### config.mk
export PLATFORM = sky130hd
export DESIGN_NAME = writeback_unit
export DESIGN_NICKNAME = d
export VERILOG_FILES = /design/src/rtl/writeback_unit.sv
export SDC_FILE = /design/constraint.sdc
export NUM_CORES = 1
export LEC_CHECK = 0
export CAP_MARGIN = 20
export CORE_MARGIN = 1.5
export CORE_UTILIZATION = 45
export DETAILED_ROUTE_END_ITERATION = 12
export GPL_ROUTABILITY_DRIVEN = 0
export HOLD_SLACK_MARGIN = 0.1
export PLACE_DENSITY = 0.78
export SLEW_MARGIN = 10
export SYNTH_ARGS = -nofsm -noshare
export SYNTH_HDL_FRONTEND = slang
export SYNTH_SLANG_ARGS = --single-unit
### constraint.sdc
create_clock -name clock -period 4.6 [get_ports clock]
set_clock_uncertainty 0.15 [all_clocks]
set_input_delay 0.92 -clock clock [delete_from_list [all_inputs] [get_ports clock]]
set_output_delay 0.92 -clock clock [all_outputs]
set_load 0.05 [all_outputs]
### src/rtl/writeback_unit.sv
// Writeback stage feeding the register file write port.
// Merges ALU results with in-order load responses, tracks outstanding loads
// in a small tag FIFO, aligns/extends load data, and exports a busy_mask so
// issue logic can stall on registers that still have a load in flight.
module writeback_unit #(
    parameter int XLEN     = 32,
    parameter int LQ_DEPTH = 4
) (
    input  logic            clock,
    input  logic            reset,
    input  logic            alu_valid,
    output logic            alu_ready,
    input  logic [4:0]      alu_rd,
    input  logic [XLEN-1:0] alu_data,
    input  logic            ld_issue,
    output logic            ld_issue_ready,
    input  logic [4:0]      ld_rd,
    input  logic [2:0]      ld_funct3,
    input  logic [1:0]      ld_offset,
    input  logic            mem_rvalid,
    input  logic [XLEN-1:0] mem_rdata,
    output logic            reg_write,
    output logic [4:0]      rd,
    output logic [XLEN-1:0] data,
    output logic [31:0]     busy_mask,
    output logic            proto_err
);

    localparam int PTR_W = $clog2(LQ_DEPTH);
    localparam logic [PTR_W:0] FULL_COUNT = (PTR_W+1)'(LQ_DEPTH);
    localparam logic [PTR_W-1:0] PTR_ONE = {{(PTR_W-1){1'b0}}, 1'b1};
    localparam logic [PTR_W:0] CNT_ONE = {{PTR_W{1'b0}}, 1'b1};

    // Load-type encodings (RV32I funct3)
    localparam logic [2:0] F3_LB  = 3'b000;
    localparam logic [2:0] F3_LH  = 3'b001;
    localparam logic [2:0] F3_LBU = 3'b100;
    localparam logic [2:0] F3_LHU = 3'b101;

    // Tag FIFO storage; only the valid bits need reset.
    logic [4:0]       tag_rd_reg  [LQ_DEPTH];
    logic [2:0]       tag_f3_reg  [LQ_DEPTH];
    logic [1:0]       tag_off_reg [LQ_DEPTH];
    logic [LQ_DEPTH-1:0] valid_reg;

    logic [PTR_W-1:0] wr_ptr_reg;
    logic [PTR_W-1:0] rd_ptr_reg;
    logic [PTR_W:0]   count_reg;

    logic [PTR_W-1:0] wr_ptr_next;
    logic [PTR_W-1:0] rd_ptr_next;
    logic [PTR_W:0]   count_next;

    logic fifo_full;
    logic fifo_empty;
    logic push;
    logic pop;
    logic orphan;
    logic alu_fire;

    // Head tag fields and aligned load result
    logic [4:0]      head_rd;
    logic [2:0]      head_f3;
    logic [1:0]      head_off;
    logic [XLEN-1:0] shifted_word;
    logic [7:0]      ld_byte;
    logic [15:0]     ld_half;
    logic [XLEN-1:0] ld_aligned;

    // Per-entry contribution to busy_mask
    logic [31:0] entry_mask [LQ_DEPTH];

    assign fifo_full      = (count_reg == FULL_COUNT);
    assign fifo_empty     = (count_reg == '0);
    assign ld_issue_ready = !fifo_full;

    // A full FIFO drops the issue; memory responses are never stalled.
    assign push   = ld_issue && !fifo_full;
    assign pop    = mem_rvalid && !fifo_empty;
    assign orphan = mem_rvalid && fifo_empty;

    // Loads own the write port whenever a response arrives; an ALU result
    // to a register with a pending load must wait so writes stay in order.
    assign alu_ready = !mem_rvalid && !busy_mask[alu_rd];
    assign alu_fire  = alu_valid && alu_ready;

    assign head_rd  = tag_rd_reg[rd_ptr_reg];
    assign head_f3  = tag_f3_reg[rd_ptr_reg];
    assign head_off = tag_off_reg[rd_ptr_reg];

    // Each valid entry marks its destination register busy.
    generate
        for (genvar gi = 0; gi < LQ_DEPTH; gi++) begin : g_entry_mask
            assign entry_mask[gi] = valid_reg[gi] ? (32'd1 << tag_rd_reg[gi]) : 32'd0;
        end
    endgenerate

    // OR all entry masks; x0 is never reported busy.
    always_comb begin
        busy_mask = 32'd0;
        for (int i = 0; i < LQ_DEPTH; i++) begin
            busy_mask = busy_mask | entry_mask[i];
        end
        busy_mask[0] = 1'b0;
    end

    // Select the addressed byte/half of the response word and extend it.
    always_comb begin
        shifted_word = mem_rdata >> {head_off, 3'b000};
        ld_byte      = shifted_word[7:0];
        ld_half      = head_off[1] ? mem_rdata[31:16] : mem_rdata[15:0];
        case (head_f3)
            F3_LB:   ld_aligned = {{(XLEN-8){ld_byte[7]}}, ld_byte};
            F3_LBU:  ld_aligned = {{(XLEN-8){1'b0}}, ld_byte};
            F3_LH:   ld_aligned = {{(XLEN-16){ld_half[15]}}, ld_half};
            F3_LHU:  ld_aligned = {{(XLEN-16){1'b0}}, ld_half};
            default: ld_aligned = mem_rdata;
        endcase
    end

    // Next pointer/count values; simultaneous push and pop keep the count.
    always_comb begin
        wr_ptr_next = wr_ptr_reg;
        rd_ptr_next = rd_ptr_reg;
        count_next  = count_reg;
        if (push) begin
            wr_ptr_next = wr_ptr_reg + PTR_ONE;
        end
        if (pop) begin
            rd_ptr_next = rd_ptr_reg + PTR_ONE;
        end
        if (push && !pop) begin
            count_next = count_reg + CNT_ONE;
        end else if (pop && !push) begin
            count_next = count_reg - CNT_ONE;
        end
    end

    // Tag payload write; contents are only meaningful under valid_reg.
    always_ff @(posedge clock) begin
        if (push) begin
            tag_rd_reg[wr_ptr_reg]  <= ld_rd;
            tag_f3_reg[wr_ptr_reg]  <= ld_funct3;
            tag_off_reg[wr_ptr_reg] <= ld_offset;
        end
    end

    // FIFO control state; reset discards every outstanding tag.
    always_ff @(posedge clock or posedge reset) begin
        if (reset) begin
            wr_ptr_reg <= '0;
            rd_ptr_reg <= '0;
            count_reg  <= '0;
            valid_reg  <= '0;
        end else begin
            wr_ptr_reg <= wr_ptr_next;
            rd_ptr_reg <= rd_ptr_next;
            count_reg  <= count_next;
            // Push and pop never hit the same slot: push needs !full,
            // pop needs !empty, and the pointers only coincide at those.
            if (push) begin
                valid_reg[wr_ptr_reg] <= 1'b1;
            end
            if (pop) begin
                valid_reg[rd_ptr_reg] <= 1'b0;
            end
        end
    end

    // Registered write port: load pop first, then accepted ALU result.
    always_ff @(posedge clock or posedge reset) begin
        if (reset) begin
            reg_write <= 1'b0;
            rd        <= 5'd0;
            data      <= '0;
        end else if (pop) begin
            reg_write <= (head_rd != 5'd0);
            rd        <= head_rd;
            data      <= ld_aligned;
        end else if (alu_fire) begin
            reg_write <= (alu_rd != 5'd0);
            rd        <= alu_rd;
            data      <= alu_data;
        end else begin
            reg_write <= 1'b0;
        end
    end

    // Sticky flag for a response that had no matching tag.
    always_ff @(posedge clock or posedge reset) begin
        if (reset) begin
            proto_err <= 1'b0;
        end else if (orphan) begin
            proto_err <= 1'b1;
        end
    end

endmodule
# Yosys cells after proc, flatten, opt, wreduce, memory -nomap -nowiden
# Memory sizes are Yosys's and may differ from the RTL's.
# Cells that the tools add are included.
[op_classes]
n_addsub = 4
magnitude_cmp = 5
eq_ne = 4
shift = 5
muxes = 24
bitwise = 6
reduce_logical = 21
[ops]
columns = ["operator", "n"]
rows = [
  ["two-way mux 32 bit", 6],
  ["one-hot mux 32 bit (4 select lines)", 1],
  ["left shift 1 x 5 -> 32 bit, first input constant", 4],
  ["OR 32 bit", 3],
  [">> shifter 32 x 5 -> 8 bit", 1],
  ["two-way mux 16 bit", 1],
  ["two-way mux 5 bit", 2],
  ["nonzero test 5 bit", 2],
  ["equality test 3 bit, second input constant", 3],
  ["logical AND 1 bit", 9],
  ["two-way mux 4 bit", 2],
  ["two-way mux 1 bit", 7],
  ["zero test 1 bit", 6],
  ["zero test 3 bit", 2],
  ["less-than comparator 2 x 3 -> 1 bit, second input constant", 2],
  ["less-than comparator 5 x 6 -> 1 bit, second input constant", 1],
  ["two-way mux 3 bit", 2],
  ["binary-select mux 1 bit (select 5 bit)", 1],
  ["adder 2 x 1 -> 2 bit, second input constant", 2],
  ["AND 4 bit", 1],
  ["demux 1 bit (select 2 bit)", 2],
  ["greater-or-equal comparator 2 x 1 -> 1 bit, second input constant", 2],
  ["NOT 4 bit", 1],
  ["OR 4 bit", 1],
  ["4 further kinds", 5],
]
[word_totals]
regBits = 50
ram_bits = 40
input_bits = 84
out_inout_bits = 73
elab_cells = 80
mem_count = 3
[mem_list]
columns = ["name", "words", "width", "read_ports", "rd_clocked_by_memory_dff", "write_ports", "line_no", "text"]
rows = [
  ["tag_rd_reg", 4, 5, 5, 0, 1, "41", "logic [4:0] tag_rd_reg [LQ_DEPTH];"],
  ["tag_f3_reg", 4, 3, 1, 0, 1, "42", "logic [2:0] tag_f3_reg [LQ_DEPTH];"],
  ["tag_off_reg", 4, 2, 1, 0, 1, "43", "logic [1:0] tag_off_reg [LQ_DEPTH];"],
]

# Depth between registers and ports, before layout
# Gate-level depths: netlist of the first run.
# An unclocked memory read counts as a cell.
[logic_depth]
word_depth = 13
ltp_mapped = 11
mapped_depth_nobuf = 9

# Least setup slack after synthesis of the first run
# No wires, ideal clock.
[synth_path]
path_kind = "register -> output"
start = "register valid_reg[2]"
end = "output alu_ready"
arrival_ns = 3.125
required_time_ns = 3.530
slack_ns = 0.405
stages_incl_launch_ff = 9
path_buffers = 1
cell_sequence = "dfrtp_1 clkbuf_1 nand2b_1 or3_1 o22a_1 o221ai_1 mux4_2 or3_1 a21oi_1"
[synth_between]
elab_chain_len = 7
[synth_lines]
columns = ["item", "line_no", "text"]
rows = [
  ["from (decl)", "44", "logic [LQ_DEPTH-1:0] valid_reg;"],
  ["from (signal assigned)", "154", "valid_reg <= '0;"],
  ["from (signal, indexed assignment)", "162", "valid_reg[wr_ptr_reg] <= 1'b1;"],
  ["from (signal, indexed assignment)", "165", "valid_reg[rd_ptr_reg] <= 1'b0;"],
  ["two-way mux 32 bit", "94", "assign entry_mask[gi] = valid_reg[gi] ? (32'd1 << tag_rd_reg[gi]) : 32'd0;"],
  ["OR 32 bit (2 in series)", "102", "busy_mask = busy_mask | entry_mask[i];"],
  ["net busy_mask[6]", "25", "output logic [31:0] busy_mask,"],
  ["binary-select mux 1 bit (select 5 bit)", "84", "assign alu_ready = !mem_rvalid && !busy_mask[alu_rd];"],
  ["two-way mux 1 bit (implied by the code)", "84", ""],
  ["zero test 1 bit", "84", ""],
  ["logical AND 1 bit", "84", ""],
  ["to (decl)", "12", "output logic alu_ready,"],
]
# The timed path passes the listed nets, and every way through them passes these cells. The select of a mux whose other input is x is not followed.

# Worst setup path after layout of the first run
[layout_path]
start = "input alu_rd[2]"
end = "output alu_ready"
[layout_between]
elab_chain_len = 4
[layout_lines]
columns = ["item", "line_no", "text"]
rows = [
  ["from (decl)", "13", "input logic [4:0] alu_rd,"],
  ["binary-select mux 1 bit (select 5 bit)", "84", ""],
  ["two-way mux 1 bit (implied by the code)", "84", ""],
  ["zero test 1 bit", "84", ""],
  ["logical AND 1 bit", "84", ""],
]
# No other way between the ends. The select of a mux whose other input is x is not followed.

==> impl_metrics.tcl, run 1 <==
set metrics [dict create \
    largest_reg_flops 32 \
    finalHoldViolCount 0 \
    worst_pin_slew_ns 0.813 \
    synth_async_sr_flop_share 0.556 \
    critPathRequiredTime_ns 3.53 \
    routedWlPerCell_um 21.4 \
    synth_compound_area_frac 0.226 \
    p_leak_nw 2.86 \
    synth_seq_cells 90 \
    syn_to_final_growth_pct 35.0 \
    reg2reg_slack_ns 1.04 \
    r2r-end "data[3]" \
    synth_cells 545 \
    critPathMaxStageDelay_ns 0.55 \
    fin_cells 854 \
    vias_per_cell 6.43 \
    cp_slowest_cell "clkdlybuf4s50_1" \
    fin_crit_sh 0.900 \
    numPortBuffers 155 \
    rsz0062_at_grt "false" \
    grt_max_degree 51 \
    hpwl_mm 13.6 \
    p_per_area_nw_per_um2 637 \
    synthMuxAreaShare 0.100 \
    rows 40 \
    hold_path_class "register to register" \
    die_w_um 115 \
    period_needed_ns 4.14 \
    syn_area_um2 5640 \
    synthFlopType "dfrtp_1" \
    final_common_cell "clkdlybuf4s50_1" \
    synth.distinct_cells 62 \
    setup_viol 0 \
    ys_warn_count 0 \
    synth_edf_count 40 \
    dp_cells 837 \
    cp_cell_sequence "clkdlybuf4s50_1 -> inv_1 -> nor2_1 -> a221o_1 -> a221oi_1 -> a221oi_2 -> a21oi_1 -> buf_12" \
    drt_iter0_markers 770 \
    grt_util_met3 0.0659 \
    reg2reg_from "tag_rd_reg[2][0]" \
    n_antenna_cell 0 \
    vias 5489 \
    maxSlewViolCount 0 \
    worstSetupEndpointType "output port" \
    stdcell_area_um2 7610 \
    path_delay_family "compound AO/OA/AOI/OAI gates" \
    clock.fmax_ghz 0.241 \
    cts-resized-gates 0 \
    grt_pass1_vias 5148 \
    postRouteAntennaNets 0 \
    io_pins 157 \
    post_cts_buffers 0 \
    grt_first_pass_wirelength_mm 27.8 \
    core-area_um2 12100 \
    dieArea_um2 13200 \
    use_met2 0.436 \
    cp_max_fo 7 \
    worstSkewPairLatency_ns 0.34 \
    synth_top_family_by_area "compound AO/OA/AOI/OAI gates" \
    cts_tree "built" \
    grt_overflow_total 0 \
    grt_antenna_before_repair 0 \
    crit_buf_inv 3 \
    syn-num-nets 639 \
    nets 775 \
    top_usage_layer "met2" \
    relSlewSlack 0.458 \
    cp-start-kind "input port" \
    clock_path_buffers 2 \
    yosys.area_share.xor_xnor 0.00777 \
    crit_arrival_ns 3.07 \
    synth_seq_area_share 0.435 \
    synth_fa_ha_area_frac 0.0235 \
    cts_root_buf "clkbuf_16" \
    met1_usage 0.353 \
    placed_area_um2 7280 \
    synthSimpleGateAreaFrac 0.167 \
    cts.sinks 90 \
    post_synth.cell_area_avg_um2 10.3 \
    die_h_um 115 \
    tns_ns 0 \
    grt_usage 0.274 \
    routed_wirelength_mm 18.3 \
    min_delay_path_depth 1 \
    dp_slack_ns 0.486 \
    path_clk_slew_ns 0.07 \
    worstHoldEndpoint "proto_err" \
    peakVddDrop_v 0.000427 \
    final_cell_mix "clkdlybuf4s50_1 (154), dfrtp_1 (50), nand2_1 (45), o22ai_1 (40), edfxtp_1 (40)" \
    initial_core_util 0.465 \
    status "finished, final reports clean" \
    reg2reg_depth 10 \
    drive_gt1_frac 0.0977 \
    htree_levels 3 \
    cts_hold_buf 0 \
    drt_pre_antenna_iters 7 \
    finalWorstSetupSlack_ns 0.459 \
    numCtsBuffers 9 \
    critical_path_class "input port to output port" \
    drv_cap 0 \
    drcViolationCount 0 \
    worstHoldStart "proto_err" \
]
==> worst register-to-register path, stage by stage, from the launching register on <==
cell and delay [ns]:
edfxtp_1 0.53, nand4b_1 0.29, o22ai_1 0.14, a211o_1 0.36
mux2_2 0.29, a2111oi_0 0.41, o31ai_1 0.19, a211oi_4 0.44
buf_12 0.28, mux2i_1 0.26, a21oi_1 0.09
==> area by class of cell <==
class                           instances  area (µm²)
Inverter                               16        60.1
Timing Repair Buffer                  160        1620
Tap cell                              168         210
Fill cell                             967        4510
Clock buffer                           12         269
Clock inverter                          4        32.5
Sequential cell                        90        2450
Multi-Input combinational cell        404        2960
==> synth_stat cells (all sizes together) (7+ instances only) <==
cell	count	area, µm²
a22oi	7	52.6
nand4b	12	105
mux2	15	169
buf	14	86.3
o21ai	23	115
inv	16	60.1
dfrtp	50	1250
mux4	10	225
nand2	45	169
o22ai	40	250
a211o	10	87.6
nor2	37	146
nor3	11	55.1
a221o	18	180
o221ai	15	131
edfxtp	40	1200
mux2i	17	170
ha	9	113
or2	16	100
a21oi	31	155
o22a	7	61.3
nand2b	10	62.6
clkbuf	21	81.3
==> per-layer routing <==
metal  up-vias  wire [µm]
met5         -          0
met4         0        830
met3        85       1640
met2       398       8750
met1      2602       7070
li1       2404          -
==> kinds of logic (layout without fill, tap and decap cells) <==
group                      Yosys count  after routing
other                                1              1
DFF                                 90             90
xor gates and xnor gates             5              5
and+or+nand+nor                    169            169
AOI/OAI and AO/OA                  177            177
muxes                               42             42
buffers and inverters               51            192
adders and majority gates           10             10
==> per-stage QoR <==
step                utilization  hold WS [ns]  power (mW)
floorplan                     -         0.314        3.22
global placement          0.601         0.301        4.01
detailed placement        0.601         0.332        4.09
CTS                       0.626         0.347        4.83
global route              0.628         0.364        5.07
finish                    0.628         0.337        4.84
==> how the worst max path moves through the flow <==
stage | slack (ns) | end | from | depth (start not counted)
final | 0.46 | alu_ready | alu_rd[2] | 8
after global routing | 0.34 | alu_ready | alu_rd[2] | 8
after CTS | 0.49 | alu_ready | alu_rd[0] | 7
after detailed placement | 0.49 | alu_ready | alu_rd[0] | 7
after global placement | 0.48 | alu_ready | alu_rd[0] | 7
after floorplan | 0.40 | alu_ready | valid_reg[2] | 8
==> where the power goes <==
group          total (mW)  internal [mW]  switching (mW)
Sequential           1.44           1.14           0.294
Clock               0.728          0.419           0.309
Combinational        2.68          0.996            1.68
Total                4.84           2.56            2.29
Note: power is estimated with default switching activity, not from simulation.
==> inputs of run 2 (changes only) <==
- CTS_CLUSTER_SIZE: not set -> 12
- PLACE_DENSITY: 0.78 -> 0.74
==> run 2 against run 1 <==
Net effect: clock-buffer cell count down 1; die area unchanged; setup slack worse by 0.089 ns; global-route usage up 0.47 points; first-iteration DRC count up 11%; sequential power about the same; non-clock buffer count up 3; critical endpoint unchanged; largest power group unchanged.
==> impl_metrics.tcl, run 2 (synthesized netlist as in run 1, its figures left out) <==
set metrics [dict create \
    cts_root_buf "clkbuf_16" \
    clock.fmax_ghz 0.236 \
    drcViolationCount 0 \
    critical_path_class "input port to output port" \
    seqPwrFrac 0.293 \
    drv_cap 0 \
    htree_levels 3 \
    grt_first_pass_wirelength_mm 28.0 \
    hpwl_mm 13.5 \
    initial_core_util 0.465 \
    switchingPower_mw 2.28 \
    die_h_um 115 \
    crit_buf_inv 3 \
    worstSkewPairLatency_ns 0.34 \
    numCtsBuffers 9 \
    path_clk_slew_ns 0.07 \
    stdcell_area_um2 7640 \
    relSlewSlack 0.474 \
    n_antenna_cell 0 \
    vias_per_cell 6.44 \
    core-area_um2 12100 \
    drive_gt1_frac 0.102 \
    combPwrFrac 0.550 \
    cts_hold_buf 0 \
    cts_tree "built" \
    critPathRequiredTime_ns 3.53 \
    postRouteAntennaNets 0 \
    cp_max_fo 9 \
    syn_to_final_growth_pct 35.5 \
    p_total_mw 4.87 \
    rsz0062_at_grt "false" \
    multi_input_area_um2 2960 \
    nets 778 \
    cp_slowest_cell "clkdlybuf4s50_1" \
    cp-start-kind "input port" \
    setup_viol 0 \
    tns_ns 0 \
    worstSetupEndpointType "output port" \
    worst_pin_slew_ns 0.788 \
    grt_antenna_before_repair 0 \
    final_common_cell "clkdlybuf4s50_1" \
    peakVddDrop_v 0.000438 \
    io_pins 157 \
    drt_iter0_markers 856 \
    grt_usage 0.279 \
    dieArea_um2 13200 \
    grt_overflow_total 0 \
    p_per_area_nw_per_um2 638 \
    post_cts_buffers 0 \
    finalHoldViolCount 0 \
    routedWlPerCell_um 21.3 \
    p_clk_frac 0.157 \
    critPathMaxStageDelay_ns 0.56 \
    grt_pass1_vias 5282 \
    fillers 989 \
    cts.sinks 90 \
    reg2reg_slack_ns 1.00 \
    numPortBuffers 155 \
    final_cell_mix "clkdlybuf4s50_1 (154), dfrtp_1 (50), nand2_1 (45), o22ai_1 (40), edfxtp_1 (40)" \
    period_needed_ns 4.23 \
    grt_max_degree 51 \
    cp_cell_sequence "clkdlybuf4s50_1 -> inv_2 -> mux2_2 -> a2111oi_0 -> o31ai_1 -> a21oi_1 -> buf_12" \
    routed_wirelength_mm 18.2 \
    maxSlewViolCount 0 \
    p_leak_nw 2.88 \
    path_delay_family "buffers and inverters" \
    p_sw_frac 0.467 \
    placed_area_um2 7310 \
    p_int_mw 2.59 \
    vias 5521 \
    die_w_um 115 \
    fin_crit_sh 0.920 \
    cts-resized-gates 0 \
    hold_path_class "register to register" \
    crit_arrival_ns 3.16 \
    status "finished, final reports clean" \
    largest_reg_flops 32 \
    rows 40 \
    clock_path_buffers 2 \
    seq_area_um2 2450 \
    drt_pre_antenna_iters 6 \
]
==> run 2: changes by cell type in the layout (fill, tap and decap cells not counted) <==
| cell | previous run | this run |
|---|---|---|
| inv_4 | 0 | 2 |
| bufinv_16 | 0 | 1 |
| clkbuf_16 | 10 | 9 |
| clkinv_4 | 1 | 0 |
| clkbuf_2 | 1 | 0 |
| clkinvlp_4 | 2 | 1 |
| buf_4 | 3 | 6 |
| clkbuf_8 | 1 | 2 |
==> run 2: layout make-up <==
class | count | share of cell area
Timing Repair Buffer | 163 | 0.216
Tap cell | 168 | 0.0275
Clock inverter | 5 | 0.00770
Clock buffer | 11 | 0.0331
Sequential cell | 90 | 0.321
Inverter | 16 | 0.00786
Multi-Input combinational cell | 404 | 0.387
==> run 2: worst paths after layout <==
check,depth (start not counted),start,endpoint
hold reg to reg,1,proto_err,proto_err
setup reg to reg,10,tag_rd_reg[2][0],data[2]
min in group asynchronous,2,reset,wr_ptr_reg[1]
hold / removal,1,proto_err,proto_err
max in group asynchronous,3,reset,reg_write
setup / recovery,7,alu_rd[0],alu_ready
==> run 2: worst reg2reg max path: stages (launching register included) <==
cell,delay (ns)
edfxtp_1,0.51
nand4bb_1,0.31
o22ai_1,0.13
a211o_1,0.36
mux2_2,0.29
a2111oi_0,0.46
o31ai_1,0.19
a211oi_4,0.49
buf_12,0.25
mux2i_1,0.24
a21oi_1,0.10
==> run 2: power groups by stage <==
| stage | clock network (mW) | registers [mW] | logic (mW) |
|---|---|---|---|
| after global routing | 0.811 | 1.47 | 2.83 |
| after CTS | 0.772 | 1.42 | 2.66 |
| after global placement | 0 | 1.42 | 2.60 |
| final | 0.766 | 1.43 | 2.68 |
| after floorplan | 0 | 1.90 | 1.32 |
| after detailed placement | 0 | 1.43 | 2.64 |
==> run 2: metal layers <==
metal  track usage  wire length (µm)
met5             0                 0
met4         0.144               901
met3        0.0611              1560
met2         0.444              8440
met1         0.359              7320
==> run 2: metrics by stage <==
| step | std cells | hold slack (ns) | setup slack [ns] | util |
|---|---|---|---|---|
| 2_1_floorplan | 545 | 0.314 | 0.405 | - |
| 6_report | 857 | 0.323 | 0.370 | 0.631 |
| 3_5_place_dp | 840 | 0.316 | 0.414 | 0.603 |
| 4_1_cts | 856 | 0.332 | 0.402 | 0.629 |
| 3_3_place_gp | 840 | 0.300 | 0.365 | 0.603 |
| 5_1_grt | 857 | 0.348 | 0.131 | 0.631 |
==> inputs of run 3 (changes only) <==
- ABC_CLOCK_PERIOD_IN_PS: not set -> 4600
- CTS_BUF_LIST: not set -> sky130_fd_sc_hd__clkbuf_4 sky130_fd_sc_hd__clkbuf_8
==> run 3 against run 2 <==
Net effect: wire length shrank 1.4%; critical path depth is the same; maximum frequency grew 0.53%; sequential cell count is the same; sequential share of layout area grew 0.43 points; hold slack gained 0.0053 ns; clock-buffer cell count is the same; setup slack gained 0.022 ns; critical endpoint unchanged.
==> impl_metrics.tcl, run 3 (synthesized netlist as in run 1, its figures left out) <==
set metrics [dict create \
    post_cts_buffers 0 \
    initial_core_util 0.465 \
    status "finished, final reports clean" \
    tns_ns 0 \
    worstSetupEndpointType "output port" \
    peakVddDrop_v 0.000427 \
    syn_to_final_growth_pct 33.7 \
    period_needed_ns 4.21 \
    cp-start-kind "input port" \
    seq_area_um2 2450 \
    grt_overflow_total 0 \
    clock_path_buffers 2 \
    largest_reg_flops 32 \
    cp_max_fo 9 \
    worstSkewPairLatency_ns 0.36 \
    cts_root_buf "clkbuf_8" \
    grt_pass1_vias 5247 \
    top_usage_layer "met2" \
    hold_path_class "register to register" \
    fin_crit_sh 0.915 \
    cts_tree "built" \
    drive_gt1_frac 0.102 \
    grt_max_degree 51 \
    critPathMaxStageDelay_ns 0.56 \
    critPathRequiredTime_ns 3.53 \
    postRouteAntennaNets 0 \
    routed_wirelength_mm 18.0 \
    cts.sinks 90 \
    cp_slowest_cell "clkdlybuf4s50_1" \
    drt_iter0_markers 721 \
    setup_viol 0 \
    grt_first_pass_wirelength_mm 27.9 \
    n_antenna_cell 0 \
    use_met2 0.437 \
    finalHoldViolCount 0 \
    multi_input_area_um2 2960 \
    fillers 1004 \
    cts_hold_buf 0 \
    drt_pre_antenna_iters 6 \
    crit_arrival_ns 3.14 \
    htree_levels 3 \
    die_w_um 115 \
    vias 5409 \
    path_clk_slew_ns 0.10 \
    dieArea_um2 13200 \
    relSlewSlack 0.479 \
    grt_usage 0.274 \
    drv_cap 0 \
    p_per_area_nw_per_um2 619 \
    hpwl_mm 13.5 \
    rows 40 \
    final_common_cell "clkdlybuf4s50_1" \
    io_pins 157 \
    cts-resized-gates 0 \
    cp_cell_sequence "clkdlybuf4s50_1 -> inv_2 -> mux2_2 -> a2111oi_0 -> o31ai_1 -> a21oi_1 -> buf_12" \
    critical_path_class "input port to output port" \
    maxSlewViolCount 0 \
    worst_pin_slew_ns 0.782 \
    numPortBuffers 155 \
    grt_util_met3 0.0501 \
    routedWlPerCell_um 21.0 \
    met1_usage 0.361 \
    holdWs_ns 0.328 \
    numCtsBuffers 9 \
    rsz0062_at_grt "false" \
    nets 778 \
    grt_antenna_before_repair 0 \
    vias_per_cell 6.31 \
    clock.fmax_ghz 0.238 \
    core-area_um2 12100 \
    p_leak_nw 2.83 \
    die_h_um 115 \
    drcViolationCount 0 \
    final_cell_mix "clkdlybuf4s50_1 (154), dfrtp_1 (50), nand2_1 (45), o22ai_1 (40), edfxtp_1 (40)" \
]
==> run 3: cell count changes in the layout (fill, tap and decap cells not counted) <==
| cell | before | now |
|---|---|---|
| clkbuf_16 | 9 | 0 |
| clkbuf_8 | 2 | 11 |
==> run 3: worst paths after layout <==
| path | start | end | slack (ns) | cells after the start |
|---|---|---|---|---|
| max | alu_rd[0] | alu_ready | 0.39 | 7 |
| min | proto_err | proto_err | 0.33 | 1 |
| max reg2reg | tag_rd_reg[2][0] | data[2] | 1.01 | 10 |
| min reg2reg | proto_err | proto_err | 0.33 | 1 |
| max in group asynchronous | reset | reg_write | 3.03 | 3 |
| min in group asynchronous | reset | wr_ptr_reg[1] | 0.74 | 2 |
==> run 3: where the power goes <==
part           switching [mW]  internal, mW
clock network           0.285         0.284
registers               0.282          1.14
logic                    1.67         0.998
==> run 3: final cells by class <==
type                       count  area share
clock inverter                 5     0.00780
tap                          168      0.0279
multi-input combinational    404       0.392
inverter                      16     0.00797
sequential                    90       0.325
timing repair buffer         163       0.218
clock buffer                  11      0.0201
==> run 3: metrics by stage <==
step / area (µm²) / util / power, mW / worst slack, ns / std cells
CTS: 7520 / 0.621 / 4.65 / 0.402 / 856
detailed placement: 7310 / 0.603 / 4.07 / 0.414 / 840
floorplan: 5640 / - / 3.22 / 0.405 / 545
finish: 7540 / 0.622 / 4.66 / 0.392 / 857
global route: 7540 / 0.622 / 4.90 / 0.101 / 857
global placement: 7310 / 0.603 / 4.02 / 0.365 / 840
==> run 3: metal layers <==
metal / share of wire / vias to the layer above / wire length [µm]
met4: 0.048 / 0 / 862
li1: - / 2411 / -
met1: 0.41 / 2548 / 7330
met3: 0.084 / 81 / 1510
met2: 0.46 / 369 / 8280
met5: 0 / - / 0
==> run 3: worst max-delay path, delay by kind of cell <==
kind                   cells  cell delay [ns]
buffers and inverters      3             0.96
AOI/OAI and AO/OA          3             0.89
muxes                      1             0.35
